<file path="src/rtl/kw_fetch_sequencer_if.sv">
// kw_fetch_sequencer_if
//   Bundles the ROM-side and PE-side signals of the kernel-weight fetch
//   sequencer.
//   master : sequencer side. Drives F, rom_addr, rom_en, kw_out, kw_f,
//            kw_valid and kw_last. Receives kw_in and kw_ready.
//   slave  : mux/ROM plus PE-array side. Drives kw_in and kw_ready.
//   Parameters: WORD_W is the weight word width, ADDR_W is the ROM address width.
interface kw_fetch_sequencer_if #(
    parameter int unsigned WORD_W = 384,
    parameter int unsigned ADDR_W = 6
);
    logic [2:0]        F;
    logic [ADDR_W-1:0] rom_addr;
    logic              rom_en;
    logic [WORD_W-1:0] kw_in;
    logic [WORD_W-1:0] kw_out;
    logic [2:0]        kw_f;
    logic              kw_valid;
    logic              kw_ready;
    logic              kw_last;

    modport master (
        output F, rom_addr, rom_en, kw_out, kw_f, kw_valid, kw_last,
        input  kw_in, kw_ready
    );

    modport slave (
        input  F, rom_addr, rom_en, kw_out, kw_f, kw_valid, kw_last,
        output kw_in, kw_ready
    );
endinterface

</file>
<file path="src/rtl/kw_fetch_sequencer.sv">
// kw_fetch_sequencer
//   Walks all 8 filters x WORDS_PER_F ROM words. For each word it issues one
//   ROM read, waits ROM_LAT cycles, captures the multiplexed word, and then
//   offers the word to the PE array over a valid/ready handshake. After the
//   last word is accepted, done pulses for one cycle.
//   Ports:
//     clk, rst : clock and asynchronous active-high reset.
//     start    : one-cycle request to begin a run. It is ignored unless the
//                sequencer is idle.
//     abort    : synchronous cancel. The sequencer returns to idle on the
//                next cycle.
//     busy     : high whenever the sequencer is not idle.
//     done     : one-cycle pulse after the final word is accepted.
//     bus      : ROM address/enable, mux select F and kw_* handshake.
module kw_fetch_sequencer #(
    parameter int unsigned WORD_W      = 384,
    parameter int unsigned ADDR_W      = 6,
    parameter int unsigned WORDS_PER_F = 4,
    parameter int unsigned ROM_LAT     = 1
) (
    input  logic clk,
    input  logic rst,
    input  logic start,
    input  logic abort,
    output logic busy,
    output logic done,
    kw_fetch_sequencer_if.master bus
);
    localparam int unsigned       CNT_W     = (ROM_LAT > 1) ? $clog2(ROM_LAT) : 1;
    localparam logic [ADDR_W-1:0] LAST_ADDR = ADDR_W'(WORDS_PER_F - 1);
    localparam logic [CNT_W-1:0]  WAIT_INIT = CNT_W'(ROM_LAT - 1);

    typedef enum logic [2:0] {
        S_IDLE,
        S_ISSUE,
        S_WAIT,
        S_HOLD,
        S_DONE
    } state_t;

    state_t            state_q, state_d;
    logic [2:0]        f_q;
    logic [ADDR_W-1:0] addr_q;
    logic [CNT_W-1:0]  wait_q;
    logic [WORD_W-1:0] kw_out_q;
    logic [2:0]        kw_f_q;
    logic              kw_last_q;
    logic              kill;
    logic              accept;

    // abort only matters outside IDLE. In IDLE, it simply masks start.
    assign kill   = abort && (state_q != S_IDLE);
    assign accept = (state_q == S_HOLD) && bus.kw_ready;

    always_ff @(posedge clk or posedge rst) begin
        if (rst) begin
            state_q <= S_IDLE;
        end else begin
            state_q <= state_d;
        end
    end

    always_comb begin
        state_d = state_q;
        unique case (state_q)
            S_IDLE:  if (start && !abort) state_d = S_ISSUE;
            S_ISSUE: state_d = S_WAIT;
            S_WAIT:  if (wait_q == '0) state_d = S_HOLD;
            S_HOLD:  if (accept) state_d = kw_last_q ? S_DONE : S_ISSUE;
            S_DONE:  state_d = S_IDLE;
            default: state_d = S_IDLE;
        endcase
        if (kill) state_d = S_IDLE;
    end

    always_ff @(posedge clk or posedge rst) begin
        if (rst) begin
            f_q       <= '0;
            addr_q    <= '0;
            wait_q    <= '0;
            kw_out_q  <= '0;
            kw_f_q    <= '0;
            kw_last_q <= '0;
        end else if (kill) begin
            f_q       <= '0;
            addr_q    <= '0;
            wait_q    <= '0;
            kw_last_q <= 1'b0;
        end else begin
            unique case (state_q)
                S_IDLE: begin
                    if (start && !abort) begin
                        f_q    <= '0;
                        addr_q <= '0;
                    end
                end
                S_ISSUE: wait_q <= WAIT_INIT;
                S_WAIT: begin
                    if (wait_q == '0) begin
                        kw_out_q  <= bus.kw_in;
                        kw_f_q    <= f_q;
                        kw_last_q <= (f_q == 3'd7) && (addr_q == LAST_ADDR);
                    end else begin
                        wait_q <= wait_q - 1'b1;
                    end
                end
                S_HOLD: begin
                    if (accept) begin
                        // kw_last only qualifies a word while it is being offered.
                        kw_last_q <= 1'b0;
                        if (kw_last_q) begin
                            f_q    <= '0;
                            addr_q <= '0;
                        end else if (addr_q == LAST_ADDR) begin
                            addr_q <= '0;
                            f_q    <= f_q + 3'd1;
                        end else begin
                            addr_q <= addr_q + 1'b1;
                        end
                    end
                end
                S_DONE: begin
                    f_q    <= '0;
                    addr_q <= '0;
                end
                default: ;
            endcase
        end
    end

    assign bus.F        = f_q;
    assign bus.rom_addr = addr_q;
    assign bus.rom_en   = (state_q == S_ISSUE);
    assign bus.kw_out   = kw_out_q;
    assign bus.kw_f     = kw_f_q;
    assign bus.kw_valid = (state_q == S_HOLD);
    assign bus.kw_last  = kw_last_q;
    assign busy         = (state_q != S_IDLE);
    assign done         = (state_q == S_DONE);
endmodule

</file>
<file path="src/flat_wrapper.sv">
// flat-port wrapper written by rule: the top's interface ports become plain ports
module kw_fetch_sequencer_flat 
#(
    parameter int unsigned WORD_W      = 384,
    parameter int unsigned ADDR_W      = 6,
    parameter int unsigned WORDS_PER_F = 4,
    parameter int unsigned ROM_LAT     = 1
)
  (clk, rst, start, abort, busy, done, bus_F, bus_rom_addr, bus_rom_en, bus_kw_out, bus_kw_f, bus_kw_valid, bus_kw_last, bus_kw_in, bus_kw_ready);
  kw_fetch_sequencer_if #(.WORD_W(WORD_W), .ADDR_W(ADDR_W)) bus_i ();
  input  logic clk;
  input  logic rst;
  input  logic start;
  input  logic abort;
  output logic busy;
  output logic done;
  output wire logic [$bits(bus_i.F)-1:0] bus_F;
  output wire logic [$bits(bus_i.rom_addr)-1:0] bus_rom_addr;
  output wire logic [$bits(bus_i.rom_en)-1:0] bus_rom_en;
  output wire logic [$bits(bus_i.kw_out)-1:0] bus_kw_out;
  output wire logic [$bits(bus_i.kw_f)-1:0] bus_kw_f;
  output wire logic [$bits(bus_i.kw_valid)-1:0] bus_kw_valid;
  output wire logic [$bits(bus_i.kw_last)-1:0] bus_kw_last;
  input wire logic [$bits(bus_i.kw_in)-1:0] bus_kw_in;
  input wire logic [$bits(bus_i.kw_ready)-1:0] bus_kw_ready;
  assign bus_F = bus_i.F;
  assign bus_rom_addr = bus_i.rom_addr;
  assign bus_rom_en = bus_i.rom_en;
  assign bus_kw_out = bus_i.kw_out;
  assign bus_kw_f = bus_i.kw_f;
  assign bus_kw_valid = bus_i.kw_valid;
  assign bus_kw_last = bus_i.kw_last;
  assign bus_i.kw_in = bus_kw_in;
  assign bus_i.kw_ready = bus_kw_ready;
  kw_fetch_sequencer #(.WORD_W(WORD_W), .ADDR_W(ADDR_W), .WORDS_PER_F(WORDS_PER_F), .ROM_LAT(ROM_LAT)) u_core (.clk(clk), .rst(rst), .start(start), .abort(abort), .busy(busy), .done(done), .bus(bus_i));
endmodule
</file>
<file path="config.mk">
export PLATFORM = sky130hd
export DESIGN_NAME = kw_fetch_sequencer_flat
export DESIGN_NICKNAME = d
export VERILOG_FILES = /design/src/rtl/kw_fetch_sequencer_if.sv /design/src/rtl/kw_fetch_sequencer.sv /design/src/flat_wrapper.sv
export SDC_FILE = /design/constraint.sdc
export NUM_CORES = 1
export LEC_CHECK = 0
export BUFFER_PORTS_ARGS = -buffer_cell sky130_fd_sc_hd__buf_2
export CORE_AREA = 2 2 307 309
export CTS_CLUSTER_DIAMETER = 100
export DETAILED_ROUTE_END_ITERATION = 16
export DIE_AREA = 0 0 309 311
export PLACE_DENSITY = 0.45
export RECOVER_POWER = 100
export SLEW_MARGIN = 10
export SYNTH_ARGS = -nofsm -noshare
export SYNTH_HDL_FRONTEND = slang
export SYNTH_SLANG_ARGS = --single-unit
</file>
<file path="constraint.sdc">
create_clock -name clk -period 40.5 [get_ports clk]
set_clock_uncertainty 0.1 [all_clocks]
set_input_delay 6.075 -clock clk [delete_from_list [all_inputs] [get_ports clk]]
set_output_delay 6.075 -clock clk [all_outputs]
set_load 0.02 [all_outputs]
</file>
==> run summary <==
status - complete, but fails checks
failing checks - capacitance limit, slew limit
clock power share - 23.4%
antenna-violating nets left - 0
Leakage Power - 9.393 nW
DIE AREA - 96100 um^2
Net Count, Synth - 1297
sequential cell fraction of total power - 38.7%
share of the synthesized area in the top cell type - 59.97%
die span in y - 311 um
CTS tree - built
fin cells - 3007
Final TNS setup - 0 ns
Root Buffer - clkbuf_16
Starting DRT DRC Count - 398
proportion of layout cells with a drive suffix above 1 - 30.45%
GP Congestion - 0.8028
Slowest-stage cell, CP - clkbuf_1
clock transition at the registers of the reported paths - 0.06 ns
top post-synthesis cells by area - dfrtp_1 (60%), mux2_4 (24%), mux2_1 (4.0%), buf_12 (4.0%), mux2_2 (3.9%)
Tightest Pin Transition - 7.543 ns
vias - 10660
CP arrival - 18.35 ns
Pwr Total - 0.001835 W
vias per cell - 3.544
Placed Cells - 2913
Setup Viol. Count Final - 0
vias in the first global route - 11680
Remaining DRCs - 0
Worst VDD drop - 0.00003956 V
critical path class - in2async
GR Util All Layers - 9.904%
switching power - 0.0007503 W
Crit path largest cell delay - 3.02 ns
Max Freq - 0.05474 GHz
first-pass GRT wire length - 72840 um
Layout area overhead - 29.02%
hold-fix buffer count after cts - 0
element type at the critical path start - input pin
io pins - 790
Routed WL - 49820 um
Slew Limit Fails - 808
port bufs - 789
HP Class - reg2reg
nets - 2102
Synth Instances - 905
Yosys warning total - 0
Top cell by count, worst path - clkbuf_1
Num CTS Buffers - 49
min Tclk post-route - 18.27 ns
crit share post-route - 45.10%
Fill cells - 10300
Slew headroom - -402.9%
largest net degree at the start of global routing - 136
sequential element share of the synthesized area - 59.97%
RSZ-0062 raised after global routing - false
gr ovfl total - 0
Initial Util - 17.99%
combinational power share - 37.9%
Fin. Hold Viols - 0
Critical Path Sink Type - async pin
max-cap check violation count - 12
clock sink total - 400
initial antenna violation count - 9
CP required - 40.58 ns
area of the core - 92770 um^2
row count - 112
Worst-Skew Late Latency - 0.58 ns
H-tree depth - 2
post-synth cell types - 46
routed length per instance - 16.57 um
post-synthesis register bit count - 400
Max Root-Sink Buffers - 3
switch share - 40.88%
largest area contributor in the netlist - dfrtp_1
CP Cell Sequence - buf_2 > clkinvlp_2 > clkbuf_1 > clkbuf_1 > clkbuf_1 > clkbuf_1
post-DP HPWL - 37560 um
setup bufs post-CTS - 0
Pint - 0.001085 W
Syn Area/Cell - 18.44 um^2
drt pass-1 iters - 4
Pwr per Cell Area - 85.23 nW/um^2
DIE WIDTH - 309 um
Resized Gates After CTS - 0
Max FO, Critical Path - 95
synthesized cell area - 16690 um^2
## power by group through the flow
stage	combinational, W	clock [W]	sequential, W
after floorplan	0.000353	0	0.000944
after global placement	0.000876	0	0.000714
after detailed placement	0.000886	0	0.000714
after CTS	0.000887	0.000448	0.000714
after global routing	0.000744	0.000464	0.000735
final	0.000696	0.000430	0.000709
## area by class of cell
cell class,instances,area [um^2],share of cell area [%]
diodes,6,15.01,0.06972
clock buffers,75,1496,6.949
clock inverters,13,81.33,0.3777
inverters,7,27.53,0.1278
multi-input cells,452,4850,22.52
flip-flops and latches,400,10010,46.48
well taps,1254,1569,7.286
repair buffers,800,3486,16.19
## registers in the layout (all words and copies together) (netlist names)
register             cells
u_core.bus.F             3
u_core.bus.kw_out      384
u_core.bus.kw_last       1
u_core.bus.rom_addr      6
u_core.state_q           3
u_core.bus.kw_f          3
## routing by layer
metal  up-vias  track usage [%]  part of all wire, %
met5         -                0                0.024
met2       451            18.16                   53
met4         2            4.358                  3.1
met3        82            2.724                  8.2
met1      5290            10.47                   36
li1       4833                -                    -
## kinds of logic after synthesis
group           share of synthesized area [%]
mux                                     32.25
compound gates                          1.379
buf+inv                                 4.843
fa+ha+maj                              0.2249
flops                                   59.97
simple gates                            1.334
## metrics by stage
stage               util [%]  instance area (um^2)  setup WS (ns)  hold slack [ns]
detailed placement     23.21                 21540          30.38           0.3692
global placement       23.21                 21540          30.55           0.3639
CTS                    24.92                 23110          31.03           0.3831
global route           23.21                 21530          19.20           0.3978
floorplan                  -                 16690          23.20           0.4258
finish                 23.21                 21530          22.23           0.3813
## layout by cell type (no fill, tap or decap), types with 2 or more instances in the layout
cell type	n
clkbuf_1	425
dfrtp_1	400
buf_2	386
mux2_1	326
mux2_2	57
clkbuf_16	51
clkbuf_8	13
clkinv_2	9
diode_2	6
inv_1	6
mux2_4	5
o21ai_0	5
nand2_1	5
nor2_1	4
a21oi_1	4
nand3_1	4
a211oi_1	3
nor2b_1	3
and3_1	3
ha_1	3
nand2b_1	2
or3_1	2
a22o_1	2
a2bb2oi_1	2
## critical path, delay by kind of cell
kind     cells  cell delay [ns]
buf+inv      6            12.07
## Yosys cell counts (all sizes together)
library cell,number
dfrtp,400
mux2,388
buf,46
inv,7
nand2,5
o21ai,5
a21oi,4
nand3,4
nor2,4
a211oi,3
and3,3
ha,3
nand2b,3
nor2b,3
a22o,2
a2bb2oi,2
and2,2
o32ai,2
or3,2
a21o,1
a311oi,1
a31o,1
a31oi,1
a32o,1
a32oi,1
nand4b,1
nand4bb,1
nor3,1
nor3b,1
nor4,1
nor4b,1
o211ai,1
o21a,1
o22ai,1
o41ai,1
or2,1
## final timing paths
| kind | start | end | slack, ns | cells after the start |
|---|---|---|---|---|
| worst max-delay path | rst | u_core.bus.kw_out[122] | 22.23 | 6 |
| worst min-delay path | u_core.bus.kw_out[297] | u_core.bus.kw_out[297] | 0.38 | 1 |
| worst max register to register | u_core.state_q[1] | u_core.bus.kw_out[51] | 29.11 | 6 |
| worst min register to register | u_core.bus.kw_out[297] | u_core.bus.kw_out[297] | 0.38 | 1 |
| max in group clk | abort | u_core.bus.kw_out[51] | 24.13 | 6 |
| min in group asynchronous | rst | u_core.bus.kw_out[340] | 6.67 | 2 |
(Power assumes the default switching activity.)
